## src/rtl/mult_seq_pkg.sv

```systemverilog
`default_nettype none
// ============================================================================
// Module   : mult_seq_pkg
// Purpose  : Shared types and widths for the 32x32 multiplier operand
//            sequencer: operand/product widths, the operand-pair struct
//            carried through the FIFO, and the sequencer FSM state encoding.
// Revision : 1.0 - initial release
// ============================================================================
package mult_seq_pkg;

    localparam int OP_W   = 32;
    localparam int PROD_W = 64;

    // One multiplication job as it travels through the operand FIFO.
    typedef struct packed {
        logic [OP_W-1:0] a;
        logic [OP_W-1:0] b;
    } opnd_pair_t;

    // Sequencer FSM: one job at a time, start pulse, then follow mult_busy
    // high and back low before capturing the product.
    typedef enum logic [2:0] {
        ST_IDLE    = 3'd0,
        ST_ISSUE   = 3'd1,
        ST_WAIT_HI = 3'd2,
        ST_WAIT_LO = 3'd3,
        ST_DONE    = 3'd4
    } seq_state_e;

endpackage : mult_seq_pkg
`default_nettype wire

```

## src/rtl/mult_seq_fifo.sv

```systemverilog
`default_nettype none
// ============================================================================
// Module   : mult_seq_fifo
// Purpose  : Synchronous FIFO of operand pairs. Pushes are ignored when
//            full and pops are ignored when empty, so a full FIFO never
//            accepts a push even if a pop happens in the same cycle.
//            FIFO_DEPTH must be a power of two so pointers wrap naturally.
// Revision : 1.0 - initial release
// ============================================================================
module mult_seq_fifo
    import mult_seq_pkg::*;
#(
    parameter int FIFO_DEPTH = 4
) (
    input  logic       clk,
    input  logic       reset,
    input  logic       push_i,
    input  opnd_pair_t push_data_i,
    input  logic       pop_i,
    output opnd_pair_t pop_data_o,
    output logic       full_o,
    output logic       empty_o
);

    localparam int AW = (FIFO_DEPTH > 1) ? $clog2(FIFO_DEPTH) : 1;
    localparam int CW = AW + 1;
    localparam logic [CW-1:0] DEPTH_CNT = CW'(FIFO_DEPTH);

    opnd_pair_t      mem_q [FIFO_DEPTH];
    logic [AW-1:0]   wr_ptr_q;
    logic [AW-1:0]   rd_ptr_q;
    logic [CW-1:0]   count_q;
    logic [CW-1:0]   count_d;
    logic            do_push;
    logic            do_pop;

    assign full_o     = (count_q == DEPTH_CNT);
    assign empty_o    = (count_q == '0);
    assign do_push    = push_i && !full_o;
    assign do_pop     = pop_i && !empty_o;
    assign pop_data_o = mem_q[rd_ptr_q];

    // Occupancy: simultaneous push and pop leaves the count unchanged.
    always_comb begin
        count_d = count_q;
        case ({do_push, do_pop})
            2'b10:   count_d = count_q + CW'(1);
            2'b01:   count_d = count_q - CW'(1);
            default: count_d = count_q;
        endcase
    end

    // Pointer and count registers; reset flushes the FIFO.
    always_ff @(posedge clk) begin
        if (reset) begin
            wr_ptr_q <= '0;
            rd_ptr_q <= '0;
            count_q  <= '0;
        end else begin
            if (do_push) begin
                wr_ptr_q <= wr_ptr_q + AW'(1);
            end
            if (do_pop) begin
                rd_ptr_q <= rd_ptr_q + AW'(1);
            end
            count_q <= count_d;
        end
    end

    // Storage array; contents need no reset since count gates visibility.
    always_ff @(posedge clk) begin
        if (do_push) begin
            mem_q[wr_ptr_q] <= push_data_i;
        end
    end

endmodule : mult_seq_fifo
`default_nettype wire

```

## src/rtl/mult32x32_seq.sv

```systemverilog
`default_nettype none
// ============================================================================
// Module   : mult32x32_seq
// Purpose  : Operand sequencer for an external 32x32 multiplier. Buffers
//            operand pairs in a FIFO, issues one job at a time with a
//            single-cycle start pulse, follows mult_busy high then low,
//            captures the 64-bit product and offers it on a valid/ready port.
// Options  : MULT_SEQ_ACC_EN - adds acc_clr/acc_out and a 64-bit running
//            sum of every accepted result.
// Revision : 1.0 - initial release
// ============================================================================
module mult32x32_seq
    import mult_seq_pkg::*;
#(
    parameter int FIFO_DEPTH = 4
) (
    input  logic              clk,
    input  logic              reset,
    input  logic              in_valid,
    input  logic [OP_W-1:0]   in_a,
    input  logic [OP_W-1:0]   in_b,
    output logic              in_ready,
    output logic              mult_start,
    output logic [OP_W-1:0]   mult_a,
    output logic [OP_W-1:0]   mult_b,
    input  logic              mult_busy,
    input  logic [PROD_W-1:0] mult_product,
    output logic              out_valid,
    output logic [PROD_W-1:0] out_product,
    input  logic              out_ready
`ifdef MULT_SEQ_ACC_EN
    ,
    input  logic              acc_clr,
    output logic [PROD_W-1:0] acc_out
`endif
);

    seq_state_e        state_q;
    seq_state_e        state_d;
    opnd_pair_t        push_pair;
    opnd_pair_t        head_pair;
    logic              fifo_full;
    logic              fifo_empty;
    logic              fifo_push;
    logic              fifo_pop;
    logic              capture_prod;
    logic              out_hs;
    logic [OP_W-1:0]   mult_a_q;
    logic [OP_W-1:0]   mult_b_q;
    logic [PROD_W-1:0] out_product_q;

    assign in_ready    = !reset && !fifo_full;
    assign fifo_push   = in_valid && in_ready;
    assign push_pair.a = in_a;
    assign push_pair.b = in_b;

    mult_seq_fifo #(
        .FIFO_DEPTH (FIFO_DEPTH)
    ) u_fifo (
        .clk         (clk),
        .reset       (reset),
        .push_i      (fifo_push),
        .push_data_i (push_pair),
        .pop_i       (fifo_pop),
        .pop_data_o  (head_pair),
        .full_o      (fifo_full),
        .empty_o     (fifo_empty)
    );

    // Both derive from the registered state, so they are glitch-free.
    assign mult_start  = (state_q == ST_ISSUE);
    assign out_valid   = (state_q == ST_DONE);
    assign out_hs      = out_valid && out_ready;
    assign mult_a      = mult_a_q;
    assign mult_b      = mult_b_q;
    assign out_product = out_product_q;

    // Next-state logic: decides when to pop a job and when to capture.
    always_comb begin
        state_d      = state_q;
        fifo_pop     = 1'b0;
        capture_prod = 1'b0;
        case (state_q)
            ST_IDLE: begin
                if (!fifo_empty) begin
                    fifo_pop = 1'b1;
                    state_d  = ST_ISSUE;
                end
            end
            ST_ISSUE: begin
                state_d = ST_WAIT_HI;
            end
            ST_WAIT_HI: begin
                if (mult_busy) begin
                    state_d = ST_WAIT_LO;
                end
            end
            ST_WAIT_LO: begin
                if (!mult_busy) begin
                    capture_prod = 1'b1;
                    state_d      = ST_DONE;
                end
            end
            ST_DONE: begin
                // Pop straight into ISSUE so back-to-back jobs lose no cycle.
                if (out_ready) begin
                    if (!fifo_empty) begin
                        fifo_pop = 1'b1;
                        state_d  = ST_ISSUE;
                    end else begin
                        state_d  = ST_IDLE;
                    end
                end
            end
            default: begin
                state_d = ST_IDLE;
            end
        endcase
    end

    // State register.
    always_ff @(posedge clk) begin
        if (reset) begin
            state_q <= ST_IDLE;
        end else begin
            state_q <= state_d;
        end
    end

    // Operand registers change only on a pop, which only happens while the
    // multiplier is idle, so the operands are stable for the whole job.
    always_ff @(posedge clk) begin
        if (reset) begin
            mult_a_q <= '0;
            mult_b_q <= '0;
        end else if (fifo_pop) begin
            mult_a_q <= head_pair.a;
            mult_b_q <= head_pair.b;
        end
    end

    // Result register, loaded once per job and held through DONE.
    always_ff @(posedge clk) begin
        if (reset) begin
            out_product_q <= '0;
        end else if (capture_prod) begin
            out_product_q <= mult_product;
        end
    end

`ifdef MULT_SEQ_ACC_EN
    logic [PROD_W-1:0] acc_q;

    assign acc_out = acc_q;

    // Running sum of accepted results; a clear coinciding with a handshake
    // restarts the sum from that result.
    always_ff @(posedge clk) begin
        if (reset) begin
            acc_q <= '0;
        end else if (out_hs) begin
            acc_q <= acc_clr ? out_product_q : (acc_q + out_product_q);
        end else if (acc_clr) begin
            acc_q <= '0;
        end
    end
`else
    logic unused_hs;
    assign unused_hs = out_hs;
`endif

endmodule : mult32x32_seq
`default_nettype wire

```

## config.mk

```make
export PLATFORM = sky130hd
export DESIGN_NAME = mult32x32_seq
export DESIGN_NICKNAME = d
export VERILOG_FILES = /design/src/rtl/mult_seq_pkg.sv /design/src/rtl/mult_seq_fifo.sv /design/src/rtl/mult32x32_seq.sv
export SDC_FILE = /design/constraint.sdc
export NUM_CORES = 1
export LEC_CHECK = 0
export CORE_UTILIZATION = 37
export DETAILED_ROUTE_END_ITERATION = 8
export GPL_TIMING_DRIVEN = 0
export HOLD_SLACK_MARGIN = 0.02
export SYNTH_ARGS = -nofsm -noshare
export SYNTH_HDL_FRONTEND = slang
export SYNTH_HIERARCHICAL = 1
export SYNTH_SLANG_ARGS = --single-unit
```

## constraint.sdc

```tcl
create_clock -name clk -period 3.1 [get_ports clk]
set_input_delay 0.465 -clock clk [delete_from_list [all_inputs] [get_ports clk]]
set_output_delay 0.465 -clock clk [all_outputs]
set_load 0.1 [all_outputs]
```

Yosys cells after proc, flatten, opt, wreduce, memory -nomap -nowiden
Memory sizes are Yosys's and may differ from the RTL's. A register that Yosys moved wholly into a read port is not among the register bits.
Cells that the tools add are included.
{ "word_totals": {"ram_bits": 256, "wordCells": 46, "ff_bits": 74, "latchBits": 0, "mem_bits_ro": 0, "memories": 1, "out_inout_bits": 131} }
{ "memory_table": {"columns": ["memory", "depth", "width", "read_ports", "rd_ports_with_merged_regs", "wr", "line", "source"], "rows": [
  ["u_fifo.mem_q", 4, 64, 1, 1, 1, "mult_seq_fifo.sv:29", "opnd_pair_t mem_q [FIFO_DEPTH];"]
]} }
{ "op_classes": {"bitwise": 0, "n_lt_le_gt_ge": 0, "n_eq_ne": 11, "div_mod_pow": 0, "mux": 14, "addsub": 4, "reduce_logical": 11, "multipliers": 0, "n_shift": 0} }
{ "op_table": {"columns": ["operator", "n"], "rows": [
  ["$pmux 3 s5", 1],
  ["$mux 3", 4],
  ["$mux 1", 7],
  ["$eq 3x2->1 const B", 2],
  ["$eq 3x3->1 const B", 2],
  ["$logic_not 3->1", 2],
  ["$ne 2x2->1 const B", 3],
  ["$pmux 3 s2", 1],
  ["$add 2x1->2 const B", 2],
  ["$logic_and 1x1->1", 4],
  ["$reduce_and 4->1", 1],
  ["$add 3x1->3 const B", 1],
  ["$eq 3x1->1 const B", 1],
  ["$logic_not 1->1", 3],
  ["$sub 3x1->3 const B", 1],
  ["$eq 2x1->1 const B", 1],
  ["$eq 2x2->1 const B", 1],
  ["$ne 2x1->1 const B", 1],
  ["$pmux 1 s2", 1],
  ["$reduce_bool 2->1", 1]
]} }

Longest topological paths before layout
Gate-level depths: netlist of run 1.
{ "logic_depth": {"word_depth": 7, "ltp_mapped": 13} }

Modules after synthesis
The synthesis of run 1 kept the hierarchy.
{ "modules_own_cells": {"columns": ["mod", "instances", "area_each_um2", "cells_each", "seq_area_each_um2"], "rows": [
  ["mult_seq_fifo", 1, 9785.6, 388, 7867.5],
  ["mult32x32_seq", 1, 5241.3, 572, 2622.5]
]} }

Worst setup path before layout of run 1
Ideal clock, no wire load.
{ "synth_path": {"path_kind": "in2reg", "startpoint": "input reset", "endpoint": "memory u_fifo/mem_q[0][0] in the netlist's numbering (enable)", "setup_slack_ns": -1.479, "setup_time_ns": 0.429, "arrival_ns": 4.150, "stages": 7, "path_cell_list": "buf_2 buf_2 nor2_1 and2_1 inv_1 nor2_1 and2_1"} }
{ "synth_via": {"elab_chain_cells": 6} }
{ "synth_lines": {"columns": ["element", "line", "source"], "rows": [
  ["start, declared", "mult32x32_seq.sv:18", "input logic reset,"],
  ["$logic_not 1->1", "mult32x32_seq.sv:52", "assign in_ready = !reset && !fifo_full;"],
  ["$logic_and 1x1->1", "mult32x32_seq.sv:52", null],
  ["via in_ready", "mult32x32_seq.sv:22", "output logic in_ready,"],
  ["$logic_and 1x1->1", "mult32x32_seq.sv:53", "assign fifo_push = in_valid && in_ready;"],
  ["via fifo_push", "mult32x32_seq.sv:44", "logic fifo_push;"],
  ["$logic_and 1x1->1", "mult_seq_fifo.sv:39", "assign do_push = push_i && !full_o;"],
  ["$mux 1", "mult_seq_fifo.sv:72", "if (do_push) begin"],
  ["$mux 1 (implied by the code)", "mult_seq_fifo.sv:73", "mem_q[wr_ptr_q] <= push_data_i;"],
  ["end, declared", "mult_seq_fifo.sv:29", null]
]} }
The timed path passes the listed nets, and every way through them passes these cells.

Final worst setup path of run 1
{ "layout_path": {"startpoint": "register state_q[1]", "endpoint": "output out_valid"} }
{ "layout_via": {"elab_chain_cells": 1} }
{ "layout_lines": {"columns": ["element", "line", "source"], "rows": [
  ["start, declared", "mult32x32_seq.sv:38", "seq_state_e state_q;"],
  ["start signal, assigned", "mult32x32_seq.sv:126", "state_q <= state_d;"],
  ["$eq 3x3->1", "mult32x32_seq.sv:72", "assign out_valid = (state_q == ST_DONE);"],
  ["end, declared", "mult32x32_seq.sv:28", "output logic out_valid,"]
]} }
Every way passes these cells.

==> results of run 1 <==
worst max-delay path: cells and delay by family (launching register included):
kind                   cells  cell delay [ns]
buffers and inverters      1             1.18
DFF                        1             0.38
and+or+nand+nor            2             0.35
logic make-up (layout without fill, tap and decap cells):
group	count (synthesis)	in the layout
flip-flops	396	396
AND/OR/NAND/NOR	287	287
multiplexers	129	129
AO/OA/AOI/OAI	74	74
buffers and inverters	65	411
adder cells (fa/ha/maj)	6	6
XOR/XNOR	3	3
layout make-up:
class | instances | area [um^2]
fillers | 3461 | 20100
flip-flops and latches | 396 | 10500
multi-input cells | 499 | 4110
repair buffers | 266 | 2730
clock buffers | 66 | 1270
well taps | 525 | 657
plain buffers | 57 | 424
clock inverters | 14 | 148
inverters | 8 | 30.0
cells in the final DEF (no fill, tap or decap), types with 3 or more instances in the layout:
cell / instances
ha_1: 5
and2_4: 4
clkbuf_1: 32
xor2_1: 3
clkdlybuf4s50_1: 262
bufinv_16: 3
buf_2: 17
nand2_1: 129
buf_4: 8
a21oi_1: 69
dfxtp_1: 140
clkinv_2: 9
nor2_1: 8
inv_1: 8
o21ai_0: 3
mux4_2: 60
nand2b_1: 130
clkbuf_8: 7
mux2i_1: 65
buf_8: 4
clkbuf_16: 45
or3_1: 3
buf_16: 4
mux4_1: 4
buf_12: 6
edfxtp_1: 256
flip-flops by register name, summed over array words and instances, names as in the netlist, named ones only:
register and flops:
out_product 64, mult_b 32, u_fifo/rd_ptr_q 2, mult_a 32, state_q 3, u_fifo/count_q 3
u_fifo/mem_q 256, u_fifo/wr_ptr_q 2
metrics by stage:
stage | setup WS [ns] | power (mW)
global placement | -0.554 | 10.4
finish | 0.163 | 15.4
detailed placement | -0.119 | 10.4
floorplan | 0.0531 | 9.33
CTS | 0.123 | 15.6
global route | 0.0723 | 16.0
routing by layer:
layer / part of all wire [%] / up-vias
li1: - / 4119
met1: 42 / 4282
met2: 49 / 261
met3: 6.7 / 53
met4: 2.1 / 2
met5: 0.037 / -
path summary, 6_finish.rpt:
path,cells after the start,startpoint,endpoint
min,2,reset,u_fifo/count_q[0]
max,3,state_q[1],out_valid
max reg2reg,11,u_fifo/count_q[0],u_fifo/count_q[2]
min reg2reg,2,out_product[2],out_product[2]
power breakdown:
| part | switching (mW) | internal (mW) |
|---|---|---|
| clock | 2.03 | 3.09 |
| combinational | 2.77 | 1.32 |
| sequential | 0.218 | 5.98 |
==> metrics.txt, run 1 <==
M3 GR Usage under 10%; Die X 204 um; endpoints failing hold 0; drt initial violations 434; Hold Crit Class primary input to flop; worst skew pair latency 0.56 ns; final core occ between 40% and 50%; Setup Viol. Count Final 0; io pins 264; syn_area_per_cell 15.7 um^2; ant diodes 0; CTS sink count 396; sequential share of the synthesized area 69.8%; crit start category flop; multiplexer share of the synthesized area 14.0%; Pleak 6.50 nW; site row count 73; Most Used Layer, Global Route met2; Seq cells post-synth 396; Clock Skew 0.0141 ns; Die Y 204 um; final setup TNS 0 ns; initial cell density of the core between 30% and 40%; top-count cell post-synth edfxtp_1; worst setup path category flop to output port; post-synthesis compound-gate area fraction 2.51%; Post-Synth Adder-Cell Area 0.550%; unrepaired setup endpoints after global routing no; Synth Area in Simple Gates 9.91%; initial antenna violation count 1; Post-synth top cells edfxtp_1, dfxtp_1, nand2b_1; crit end category output port; EDFF count, synth around 260; Max FO, Critical Path 7; Worst slew margin 29.4%; share of cells above drive strength 1 13.4%; Final Critical Period 2.94 ns; actual slew at the worst max-slew pin 1.06 ns; max-cap viol count 0; Slew Limit Fails 0; Root Buffer clkbuf_16; critical path cell sequence nor2_1, and2_1, clkdlybuf4s50_1; slowest stage delay, CP 1.18 ns; Routed Antenna Nets 0; critical path's slowest cell clkdlybuf4s50_1; status complete, no violations; maximum clock frequency 340 MHz; largest family of logic cells by synthesized area multiplexers; worst hold margin 0.274 ns; global-route wire length before repair 53,000 um; Clk pin slew, worst setup/hold paths 0.06 ns; reg2reg setup slack 0.39 ns; Final Instance Area 19,900 um^2; PostCTS Resize Cnt 0; Final HPWL DP approximately 23,000 um; Pre-Repair DR Iteration Count 5; final worst-path cycle share approximately 95%; Placer Congestion 0.821; synthesized area 15,000 um^2; PwrDens 776 nW/um^2; GRT overflow 0; synthesized net count 1,099; Post CTS Setup Buffer Count 0; worst IR drop on VDD about 0.57 mV; CTS tree built; dpl cells between 1,500 and 2,000; drt drc 0; Synth cell types 35; CTS max path bufs 3; Synth Area in XOR/XNOR less than 1%; hold buffer count at cts 0; GRT Total Usage 17.1%; YS warnings 6; area delta synth->final 32.2%; final std cells w/o fill 1,831; predominant post-synthesis flop cell edfxtp_1; total CTS buffers 44; DRT Wirelength 35,000 um; htree depth 2; FFs w/ async S/R, synth 0%; nets 1,411; GR met1 Demand/Resource between 20% and 30%; Vias a little under 9,000; cell taking the most area after synthesis edfxtp_1; WP data required approximately 2.6 ns; top-area cell type share of the netlist area between 50% and 60%; CP Data Arrival Time between 2 and 2.5 ns; largest net degree at the start of global routing 39; vias in the first global route 9,113; Syn Inst Count 960; vias per std cell around 4.8; routed length per instance about 19 um; grt met2 use 29.5%; Die Area 41,400 um^2; PortBufs 262; top cells by area, synth edfxtp_1, dfxtp_1, mux4_2, nand2b_1, mux2i_1; DP Area 18,400 um^2; core area around 40,000 um^2
No activity file was read; power rests on OpenSTA's default activity.
==> run 2, diff against run 1 <==
--- a/config.mk
+++ b/config.mk
@@ -9,6 +9,7 @@
 export DETAILED_ROUTE_END_ITERATION = 8
 export GPL_TIMING_DRIVEN = 0
 export HOLD_SLACK_MARGIN = 0.02
+export REMOVE_ABC_BUFFERS = 1
 export SYNTH_ARGS = -nofsm -noshare
 export SYNTH_HDL_FRONTEND = slang
 export SYNTH_HIERARCHICAL = 1
==> run 2 against run 1 <==
  * Sequential share of layout area up 0.37 points
  * Global-route usage decreased by 1.1 points
  * Critical path depth is the same
  * Hold slack better by 0.18 ns
  * Core utilization is 0.31 points lower
  * Cell count is 2.1% lower
  * Largest power group unchanged
  * Sequential power about the same
  * Power about the same
  * Highest routed layer unchanged
  * Die area unchanged
  * Via count shrank 1.9%
  * Register-to-register slack worse by 0.15 ns
  * First-iteration DRC count is 2.1% lower
==> metrics.txt, run 2 (synthesized netlist as in run 1, its figures left out) <==
Pleak 6.42 nW; max-cap viol count 0; PostCTS Resize Cnt 0; most frequent cells in the layout clkdlybuf4s50_1, edfxtp_1, dfxtp_1, nand2b_1, nand2_1; maximum clock frequency 343 MHz; CTS sink count between 300 and 400; Pre-Repair DR Iteration Count 4; CTS max path bufs 3; GRT Total Usage ~16%; Net Sw Frac roughly a third; Seq pwr share between 40% and 50%; status complete, no violations; Vias about 8,500; vias per std cell 4.77; Combinational Power Share 25.8%; Reg with most FFs u_fifo/mem_q; nets 1,369; endpoints failing hold 0; core area 39,900 um^2; CP Data Arrival Time 2.45 ns; commonest non-fill, non-tap cell in the layout clkdlybuf4s50_1; cells on worst reg2reg path 11; site row count 73; Worst R2R End u_fifo/count_q[2]; drt drc 0; final worst-path cycle share 94.1%; Sw Pwr 5.04 mW; CTS tree built; area delta synth->final 31.3%; routed length per instance 18.4 um; crit end category output port; hold depth 2; reg2reg start u_fifo/count_q[0]; vias in the first global route approximately 8,700; Clock Skew 0.0201 ns; Setup Viol. Count Final 0; Die Y 204 um; P_int between 10 and 15 mW; Clk pin slew, worst setup/hold paths 0.06 ns; Placer Congestion 0.755; PortBufs ~260; fillers 3,450; Die X 204 um; Post CTS Setup Buffer Count 0; max reg flops 256; htree depth 2; largest net degree at the start of global routing 111; worst hold margin 0.453 ns; unrepaired setup endpoints after global routing no; Max FO, Critical Path 7; share of cells above drive strength 1 12.5%; final core occ between 40% and 50%; Slew Limit Fails 0; Routed Antenna Nets 0; hold path start out_product[4]; Final HPWL DP 20,300 um; Root Buffer clkbuf_16; hold buffer count at cts 0; io pins 264; global-route wire length before repair 50,400 um; initial cell density of the core 37.6%; total CTS buffers between 40 and 50; GRT overflow 0; crit start category flop; WP data required 2.63 ns; Clk pwr share 33.9%; actual slew at the worst max-slew pin 1.08 ns; drt initial violations around 430; DRT Wirelength 33,000 um; Hold Crit Class flop to flop; initial antenna violation count 3; Final Critical Period 2.92 ns; Die Area around 41,000 um^2; PwrDens 781 nW/um^2; reg2reg setup slack 0.24 ns; worst skew pair latency 0.56 ns; Worst slew margin 27.4%; worst setup path category flop to output port; worst IR drop on VDD 0.545 mV; WHS Endpoint out_product[4]
run 2: final cells by class:
| class | instances | area [um^2] | area share [%] |
|---|---|---|---|
| multi-input cells | 499 | 4110 | 20.8 |
| clock inverters | 23 | 244 | 1.24 |
| repair buffers | 281 | 2980 | 15.1 |
| diodes | 1 | 2.50 | 0.0127 |
| inverters | 8 | 30.0 | 0.152 |
| clock buffers | 59 | 1220 | 6.18 |
| flip-flops and latches | 396 | 10500 | 53.2 |
| well taps | 525 | 657 | 3.33 |
run 2: worst max-delay path by stage:
stage	start	to	depth (start not counted)
after floorplan	out_ready	u_fifo/count_q[2]	10
after global placement	reset	u_fifo/mem_q[0][52]	6
after CTS	reset	in_ready	4
after global routing	u_fifo/count_q[0]	u_fifo/count_q[2]	11
after detailed placement	reset	u_fifo/count_q[2]	13
final	state_q[1]	out_valid	3
run 2: critical path: stages (launching register included):
cell and delay (ns):
dfxtp_1 0.40, nor2_1 0.19, and2_1 0.18, clkdlybuf4s50_1 1.13
run 2: routing by layer:
layer | track usage, % | routed length [um] | vias up
li1 | - | - | 4033
met4 | 5.48 | 705 | 4
met2 | 25.9 | 15300 | 270
met1 | 20.4 | 14300 | 4185
met5 | 0 | 24 | -
met3 | 4.70 | 2580 | 57
run 2: stage by stage:
stage                     instances  TNS [ns]  cell area (um^2)  setup slack (ns)  total power, mW
after global placement         1691  -2375.55             17900             -7.40             9.88
after detailed placement       1709    -22.52             18300            -0.312             10.4
after CTS                      1791         0             19700           0.00957             15.6
after global routing           1791         0             19700            0.0397             16.0
after floorplan                 903   -382.18             14600             -2.27             9.21
final                          1792         0             19700             0.182             15.4
run 2: power groups by stage:
stage | clock (mW) | combinational, mW | sequential [mW]
2_1_floorplan | 0 | 1.09 | 8.12
3_3_place_gp | 0 | 3.54 | 6.33
3_5_place_dp | 0 | 4.03 | 6.33
4_1_cts | 5.36 | 4.04 | 6.22
5_1_grt | 5.55 | 4.17 | 6.26
6_report | 5.22 | 3.98 | 6.21
